<file path="src/rtl/rgb_sbit_pkg.sv">
// Shared definitions for the serial-bit to pixel-word assembler:
// status byte layout, FSM state encoding and legal pixel widths.
package rgb_sbit_pkg;

   localparam int unsigned BPP_GRB  = 24;
   localparam int unsigned BPP_GRBW = 32;

   // Bit offsets inside the status byte (top 8 bits of the output word)
   localparam int unsigned STAT_W       = 8;
   localparam int unsigned STAT_VALID   = 7;
   localparam int unsigned STAT_SRESET  = 6;
   localparam int unsigned STAT_PARTIAL = 5;
   localparam int unsigned STAT_RESYNC  = 4;

   typedef enum logic {
      ST_ACCUM  = 1'b0,
      ST_RESYNC = 1'b1
   } state_t;

   function automatic logic is_legal_bpp(input int unsigned bpp);
      return (bpp == BPP_GRB) || (bpp == BPP_GRBW);
   endfunction

   // Status byte of an emitted word; valid is always set, low nibble is zero
   function automatic logic [STAT_W-1:0] make_status(input logic sreset,
                                                     input logic partial,
                                                     input logic resync);
      logic [STAT_W-1:0] s;
      s               = '0;
      s[STAT_VALID]   = 1'b1;
      s[STAT_SRESET]  = sreset;
      s[STAT_PARTIAL] = partial;
      s[STAT_RESYNC]  = resync;
      return s;
   endfunction

endpackage

</file>
<file path="src/rtl/rgb_strobe_edge.sv">
// Registered rising-edge detector for the bit qualifier strobe.
module rgb_strobe_edge (
   input  logic clk,
   input  logic rst_n,
   input  logic strobe,
   output logic rise
);

   logic prev_q;
   logic prev_d;

   // Next history value is simply the current strobe level
   always_comb begin
      prev_d = strobe;
   end

   // Strobe history register
   always_ff @(posedge clk or negedge rst_n) begin
      if (!rst_n) prev_q <= 1'b0;
      else        prev_q <= prev_d;
   end

   assign rise = strobe & ~prev_q;

endmodule

</file>
<file path="src/rtl/rgbw_sbit2wrd.sv">
// Assembles decoded serial LED bits (MSB first) into GRB/GRBW pixel words
// with a status byte, emits stream-reset words, and tracks FIFO overflow.
module rgbw_sbit2wrd
   import rgb_sbit_pkg::*;
#(
   parameter int unsigned BITS_PER_PIXEL = 24,
   parameter int unsigned PIX_CNT_W      = 12,
   localparam int unsigned WORD_W        = BITS_PER_PIXEL + 8
) (
   input  logic                 clk,
   input  logic                 rst_n,
   input  logic                 in_strobe,
   input  logic                 in_sbit_value,
   input  logic                 in_stream_reset,
   input  logic                 in_wr_fifo_full,
   output logic [WORD_W-1:0]    out_word,
   output logic                 out_strobe,
   output logic                 out_wr_fifo_overflow,
   output logic                 out_frame_done,
   output logic [PIX_CNT_W-1:0] out_pixel_count,
   output logic [PIX_CNT_W-1:0] out_drop_count
);

   localparam int unsigned IDX_W = $clog2(BITS_PER_PIXEL);
   localparam logic [IDX_W-1:0] IDX_FIRST = IDX_W'(BITS_PER_PIXEL - 1);

   if (!is_legal_bpp(BITS_PER_PIXEL)) begin : g_bad_bpp
      $error("rgbw_sbit2wrd: BITS_PER_PIXEL must be 24 or 32");
   end

   logic                      rise;
   state_t                    state_q, state_d;
   logic [IDX_W-1:0]          idx_q, idx_d;
   logic [BITS_PER_PIXEL-1:0] data_q, data_d;
   logic [PIX_CNT_W-1:0]      pix_cnt_q, pix_cnt_d;
   logic [WORD_W-1:0]         word_q, word_d;
   logic                      strobe_q, strobe_d;
   logic                      frame_done_q, frame_done_d;
   logic                      overflow_q, overflow_d;
   logic [PIX_CNT_W-1:0]      pixel_count_q, pixel_count_d;
   logic [PIX_CNT_W-1:0]      drop_q, drop_d;

   rgb_strobe_edge u_edge (
      .clk    (clk),
      .rst_n  (rst_n),
      .strobe (in_strobe),
      .rise   (rise)
   );

   // Next-state, word assembly, emit/drop decisions and counters
   always_comb begin
      state_d       = state_q;
      idx_d         = idx_q;
      data_d        = data_q;
      pix_cnt_d     = pix_cnt_q;
      word_d        = word_q;
      strobe_d      = 1'b0;
      frame_done_d  = 1'b0;
      overflow_d    = overflow_q;
      pixel_count_d = pixel_count_q;
      drop_d        = drop_q;

      if (rise) begin
         unique case (state_q)
            ST_ACCUM: begin
               if (in_stream_reset) begin
                  // Stream reset wins over any data bit on the same edge
                  if (!in_wr_fifo_full) begin
                     word_d        = {make_status(1'b1, idx_q != IDX_FIRST, 1'b0), data_q};
                     strobe_d      = 1'b1;
                     frame_done_d  = 1'b1;
                     pixel_count_d = pix_cnt_q;
                     pix_cnt_d     = '0;
                  end else begin
                     overflow_d = 1'b1;
                     if (drop_q != '1) drop_d = drop_q + 1'b1;
                     state_d    = ST_RESYNC;
                  end
                  idx_d  = IDX_FIRST;
                  data_d = '0;
               end else begin
                  data_d[idx_q] = in_sbit_value;
                  if (idx_q == '0) begin
                     if (!in_wr_fifo_full) begin
                        word_d   = {make_status(1'b0, 1'b0, 1'b0), data_d};
                        strobe_d = 1'b1;
                        if (pix_cnt_q != '1) pix_cnt_d = pix_cnt_q + 1'b1;
                     end else begin
                        overflow_d = 1'b1;
                        if (drop_q != '1) drop_d = drop_q + 1'b1;
                        state_d    = ST_RESYNC;
                     end
                     idx_d  = IDX_FIRST;
                     data_d = '0;
                  end else begin
                     idx_d = idx_q - 1'b1;
                  end
               end
            end
            ST_RESYNC: begin
               if (in_stream_reset) begin
                  if (!in_wr_fifo_full) begin
                     word_d        = {make_status(1'b1, 1'b0, 1'b1), {BITS_PER_PIXEL{1'b0}}};
                     strobe_d      = 1'b1;
                     frame_done_d  = 1'b1;
                     pixel_count_d = pix_cnt_q;
                     pix_cnt_d     = '0;
                     state_d       = ST_ACCUM;
                  end else begin
                     overflow_d = 1'b1;
                     if (drop_q != '1) drop_d = drop_q + 1'b1;
                  end
                  idx_d  = IDX_FIRST;
                  data_d = '0;
               end
            end
            default: state_d = ST_ACCUM;
         endcase
      end
   end

   // State and output registers
   always_ff @(posedge clk or negedge rst_n) begin
      if (!rst_n) begin
         state_q       <= ST_ACCUM;
         idx_q         <= IDX_FIRST;
         data_q        <= '0;
         pix_cnt_q     <= '0;
         word_q        <= '0;
         strobe_q      <= 1'b0;
         frame_done_q  <= 1'b0;
         overflow_q    <= 1'b0;
         pixel_count_q <= '0;
         drop_q        <= '0;
      end else begin
         state_q       <= state_d;
         idx_q         <= idx_d;
         data_q        <= data_d;
         pix_cnt_q     <= pix_cnt_d;
         word_q        <= word_d;
         strobe_q      <= strobe_d;
         frame_done_q  <= frame_done_d;
         overflow_q    <= overflow_d;
         pixel_count_q <= pixel_count_d;
         drop_q        <= drop_d;
      end
   end

   assign out_word             = word_q;
   assign out_strobe           = strobe_q;
   assign out_wr_fifo_overflow = overflow_q;
   assign out_frame_done       = frame_done_q;
   assign out_pixel_count      = pixel_count_q;
   assign out_drop_count       = drop_q;

endmodule

</file>
<file path="config.mk">
export PLATFORM = sky130hd
export DESIGN_NAME = rgbw_sbit2wrd
export DESIGN_NICKNAME = d
export VERILOG_FILES = /design/src/rtl/rgb_sbit_pkg.sv /design/src/rtl/rgb_strobe_edge.sv /design/src/rtl/rgbw_sbit2wrd.sv
export SDC_FILE = /design/constraint.sdc
export NUM_CORES = 1
export LEC_CHECK = 0
export ABC_AREA = 1
export BUFFER_PORTS_ARGS = -buffer_cell sky130_fd_sc_hd__buf_4
export CAP_MARGIN = 20
export CORE_UTILIZATION = 40
export DETAILED_ROUTE_END_ITERATION = 8
export REMOVE_ABC_BUFFERS = 1
export SYNTH_ARGS = -nofsm -noshare
export SYNTH_HDL_FRONTEND = slang
export SYNTH_SLANG_ARGS = --single-unit
</file>
<file path="constraint.sdc">
create_clock -name clk -period 3.75 [get_ports clk]
set_input_delay 0.375 -clock clk [delete_from_list [all_inputs] [get_ports clk]]
set_output_delay 0.375 -clock clk [all_outputs]
set_load 0.01 [all_outputs]
</file>
======== Yosys cells after proc, flatten, opt, wreduce, memory -nomap -nowiden ========
Index checks and enable logic that the tools add are counted.
word-level totals
  bits in registers ....................... 102
  input port bits ......................... 6
  output and inout bits ................... 59
  word-level logic and storage cells ...... 86
operators by class
  add/sub/neg operators ................... 3
  magnitude comparators ................... 2
  equality and inequality tests ........... 9
  multiplexer cells ....................... 50
  bitwise operators ....................... 4
  reduce and logical (&&, ||, !) cells .... 7
operators by type and width
  operator                                                                             number
  32-bit 2-to-1 mux                                                                    6
  12-bit 2-to-1 mux                                                                    13
  24-bit 2-to-1 mux                                                                    3
  32-bit one-hot mux with 2 select lines                                               1
  12-bit one-hot mux with 2 select lines                                               2
  24-bit one-hot mux with 2 select lines                                               1
  12-bit by 1-bit adder with 12-bit output, second input constant                      2
  24-bit bitwise mux                                                                   1
  12-bit inequality test, second input constant                                        2
  1-bit 2-to-1 mux                                                                     15
  5-bit 2-to-1 mux                                                                     3
  5-bit one-hot mux with 2 select lines                                                1
  5-bit AND reduction                                                                  2
  3-bit inequality test, second input constant                                         3
  5-bit by 6-bit < comparator with 1-bit output, second input constant                 1
  2-bit inequality test, second input constant                                         3
  1-bit one-hot mux with 2 select lines                                                3
  3-bit AND reduction                                                                  2
  1-bit demux with 5-bit select                                                        1
  5-bit by 1-bit greater-or-equal comparator with 1-bit output, second input constant  1
  5-bit logical NOT                                                                    1
  5-bit inequality test, second input constant                                         1
  5-bit by 1-bit subtractor with 5-bit output, second input constant                   1
  1-bit inverter                                                                       3
  3 further kinds                                                                      3

======== Logic depth before layout (Yosys ltp) ========
  depth after elaboration ................. 9
  mapped depth ............................ 11
  gate-level depth less buffers ........... 10

======== Hierarchy ========
A second synthesis with hierarchy kept.
unflattened totals
  cell total of the unflattened synthesis .. 699
  area, all modules ....................... 5202.5 um^2
by module, submodules not included
  module           times used  cells each  area an instance (um^2)  sequential area each (um^2)
  rgbw_sbit2wrd    1           696         5167.5                   2432.3
  rgb_strobe_edge  1           3           35.0                     25.0

======== Worst setup path before layout ========
Ideal clock, no wire load.
  path kind ............................... flip-flop to flip-flop
  from .................................... reg idx_q[0]
  to ...................................... reg word_q[31], in the netlist out_word[31]
  library setup time ...................... 124 ps
  arrival ................................. 1598 ps
  data required time ...................... 3626 ps
  setup slack ............................. 2028 ps
  stages on the path, launching flop included .. 11
  path buffers ............................ 1
  path through ............................ dfstp_2 -> inv_1 -> ha_1 -> nand3_1 -> nand2_1 -> nand2_4 -> inv_4 -> nand2_4 -> buf_6 -> inv_2 -> or2_1
on the way
  word-level cells in the longest chain between the ends .. 3
RTL lines
  element                          RTL line              source
  start, declared                  rgbw_sbit2wrd.sv:33   logic [IDX_W-1:0] idx_q, idx_d;
  start signal, assigned           rgbw_sbit2wrd.sv:137  idx_q <= idx_d;
  5-bit logical NOT                rgbw_sbit2wrd.sv:83   if (idx_q == '0) begin
  3-bit inequality test (no line)  --
  5-bit AND reduction (no line)    --
  end signal, assigned             rgbw_sbit2wrd.sv:140  word_q <= word_d;
  end, declared                    rgbw_sbit2wrd.sv:36   logic [WORD_W-1:0] word_q, word_d;
Every way passes these cells.
A chain may end at the register's enable or synchronous reset.

======== Worst setup path after layout ========
  from .................................... reg state_q
  to ...................................... reg word_q[16], in the netlist out_word[16]
on the way
  word-level cells in the longest chain between the ends .. 3
  elaborated cells on any way between the ends .. 7
RTL lines
  element                                                                          RTL line              source
  start, declared                                                                  rgbw_sbit2wrd.sv:32   state_t state_q, state_d;
  start signal, assigned                                                           rgbw_sbit2wrd.sv:136  state_q <= state_d;
  1-bit inverter                                                                   --
  3-bit inequality test (no line) / 2-bit inequality test (equally long branches)  --
  5-bit AND reduction (no line)                                                    --
Parallel ways exist; a longest one is shown, timed or not.

==> reports/results.md <==
| Item | This run |
|:---|:---|
| Worst path depth | 7 |
| Worst hold margin | 26.6 ps |
| Drt first pass iters | 4 |
| Synthesized flop and latch total | 98 |
| Area added between synthesis and finish | 15.3% |
| Cell at the slowest stage of the critical path | sky130_fd_sc_hd__a21oi_4 |
| Leading cell type in the layout, fill and taps excluded | sky130_fd_sc_hd__nand2_1 |
| Largest net degree at the start of global routing | 55 |
| Min-delay worst type | input pin to asynchronous set/reset pin |
| Initial standard-cell utilization of the core | 0.413 |
| Maximum Capacitance Violations | 0 |
| Slew at the pin with the worst max-slew slack | 837 ps |
| Placed instance count | 912 |
| Share of cells above drive strength 1 | 0.130 |
| Critical Path AT | 2660 ps |
| CTS Buffer Depth | 2 |
| Syn. warnings | 0 |
| Area of the placeable core | 12,700 sq um |
| CTS hold repair buffers | 0 |
| Total number of vias | 4,671 |
| Final clock period utilization by the worst path | 0.634 |
| Leading cell types by total area after synthesis | sky130_fd_sc_hd__dfrtp_1, sky130_fd_sc_hd__nand2_1, sky130_fd_sc_hd__nand3_1 |
| Number of vias per cell | 5.03 |
| Result of the run | complete, no violations |
| Final count of pins violating max slew | 0 |
| Global-route total usage across every layer | 0.189 |
| Antenna cell count | 0 |
| Largest voltage drop on the vdd net | 0.000182 V |
| Die boundary width | 117 um |
| Fin worst setup slack | 1370 ps |
| GRT Residual Overflow | 0 |
| Worst setup path class | register to register |
| Final Hold Violating Endpoints | 0 |
| Weighted congestion reported at the end of routability-driven placement | 0.905 |
| Highest-count cells in the layout ignoring fill and taps | sky130_fd_sc_hd__nand2_1, sky130_fd_sc_hd__dfrtp_1, sky130_fd_sc_hd__nand3_1 |
| Worst setup SP type | register |
| Post-cts sizing count | 0 |
| Count of nets left with antenna violations after detail routing | 0 |
| Post-layout min period | 2380 ps |
| Buffering stage count on the worst path with inverters included | 1 |
| Power Density | 449 nW/um^2 |
| Number of nets in the final layout | 764 |
| Total Neg Setup Slack | 0 ps |
| Clk sink count | 98 |
| TritonCTS clock tree | yes |
| Setup repair after global routing missed its margin | false |
| Critical path cell sequence | a21oi_4 > nand2_4 > inv_4 > nand2_4 > nor2_8 > nand2_1 > nand2_1 |
| Placed wire-length estimate after detailed placement | 8.18 mm |
| Share of the synthesized area in the top cell type | 0.448 |
| Mapped Cells | 708 |
| Yosys cell types | 35 |
| Via count of the first global-routing pass | 4,279 |
| Buffers added on ports | 60 |
| Global-route wire length before repair | 20.1 mm |
| Detailed-route wire length | 12.1 mm |
| Total Power | 2.72 mW |
| Clock slew seen by the registers of the worst setup and hold paths | 70 ps |
| Element type at the critical path end | register |
| Mean area per synthesized cell | 7.42 sq um |
| Worst clock skew on the final layout | 7.33 ps |
| Residual DRC | 0 |
| Top cell type by total area after synthesis | sky130_fd_sc_hd__dfrtp_1 |
| Root cell of the clock tree | sky130_fd_sc_hd__clkbuf_16 |
| Family of cells with the greatest summed delay on the critical path | simple AND/OR/NAND/NOR gates |
| Number of setup buffers added after CTS | 0 |
| Initial antenna violation count | 0 |
| Routed len/inst | 13.1 um |
| Die Y-Extent | 117 um |
| Leakage dissipation | 3.05 nW |
| Count of cells along the worst register-to-register path | 7 |
| Post-synthesis instance area | 5260 sq um |
| Highest clock frequency the design can meet | 421 MHz |
| Depth of the CTS H-tree | 3 |
| Clock network latency to the later pin of the worst-skew pair | 350 ps |
| Number of failing setup endpoints in the final timing report | 0 |
| Maximum cell stage delay along the critical path | 650 ps |
| Number of DRC violations after detailed-routing iteration 0 | 238 |
| Count of filler cells inserted in the layout | 1,320 |
| Non-Filler Instances | 928 |
| TritonCTS Buffers | 9 |
| Number of cell rows | 41 |
| Final design instance area without fill | 6060 sq um |
| Slew margin rel. | 0.441 |
| Setup slack after placement | 1070 ps |
| Utilization after layout | 0.476 |
| Top-Level Pins | 65 |
| Cell area after placement | 5760 sq um |
| Endpoint required time on the critical path | 4030 ps |
| Biggest fanout along the worst timing path | 31 |
| Portion of the post-synthesis area used by sequential elements | 0.468 |
| DIE AREA | 13,600 sq um |
[final timing paths]
| check | startpoint | end | slack (ps) |
|---|---|---|---|
| min | rst_n | out_word[11] | 30 |
| min reg2reg | out_word[31] | out_word[31] | 470 |
| min in group clk | in_strobe | u_edge.prev_q | 140 |
| max | state_q | out_word[16] | 1370 |
| max reg2reg | state_q | out_word[16] | 1370 |
| max in group asynchronous | rst_n | out_word[23] | 2890 |
[where the power goes]
part | internal (mW) | total [mW] | switching (mW)
clock | 0.554 | 0.948 | 0.394
sequential | 1.15 | 1.24 | 0.0870
combinational | 0.183 | 0.532 | 0.349
[cell usage after synthesis (all sizes together)]
library cell	count
dfrtp	94
or2	2
nand4	9
o21ai	67
nor3	6
a22o	4
inv	58
a21oi	7
nor2	36
buf	20
o22ai	2
nand2	284
dfstp	4
conb	1
xor2	6
nand3	85
xnor2	3
ha	7
clkbuf	13
[cell type report]
cell class,instances,area (sq um),area share
repair buffers,62,465,0.0768
well taps,172,215,0.0355
multi-input cells,522,2400,0.397
flip-flops and latches,98,2460,0.405
inverters,58,220,0.0363
clock buffers,14,264,0.0436
clock inverters,2,35.0,0.00578
[worst reg2reg max path: stages, from the launching register on]
cell and delay, ps:
sky130_fd_sc_hd__dfrtp_1 610, sky130_fd_sc_hd__a21oi_4 650, sky130_fd_sc_hd__nand2_4 160, sky130_fd_sc_hd__inv_4 120, sky130_fd_sc_hd__nand2_4 230, sky130_fd_sc_hd__nor2_8 360
sky130_fd_sc_hd__nand2_1 120, sky130_fd_sc_hd__nand2_1 60
[layer usage]
layer | GRT usage | part of all wire | wire length (um)
met1 | 0.250 | 0.47 | 5700
met2 | 0.313 | 0.48 | 5820
met3 | 0.0249 | 0.036 | 436
met4 | 0.0759 | 0.013 | 158
met5 | 0 | 0 | 0
[flip-flops by register name, indices dropped and copies added, names as in the netlist, 5 cells and up]
name / count
data_q: 24
idx_q: 5
out_drop_count: 12
out_pixel_count: 12
out_word: 28
pix_cnt_q: 12
[cell families (layout without fill, tap and decap cells)]
family / count (synthesis) / after routing / share of synthesized area
flops: 98 / 98 / 0.468
other cells: 1 / 4 / 0.000713
xor+xnor: 9 / 9 / 0.0150
simple gates: 422 / 422 / 0.340
buf+inv: 91 / 136 / 0.0774
compound gates: 80 / 80 / 0.0824
fa+ha+maj: 7 / 7 / 0.0167
(Power assumes the default switching activity.)
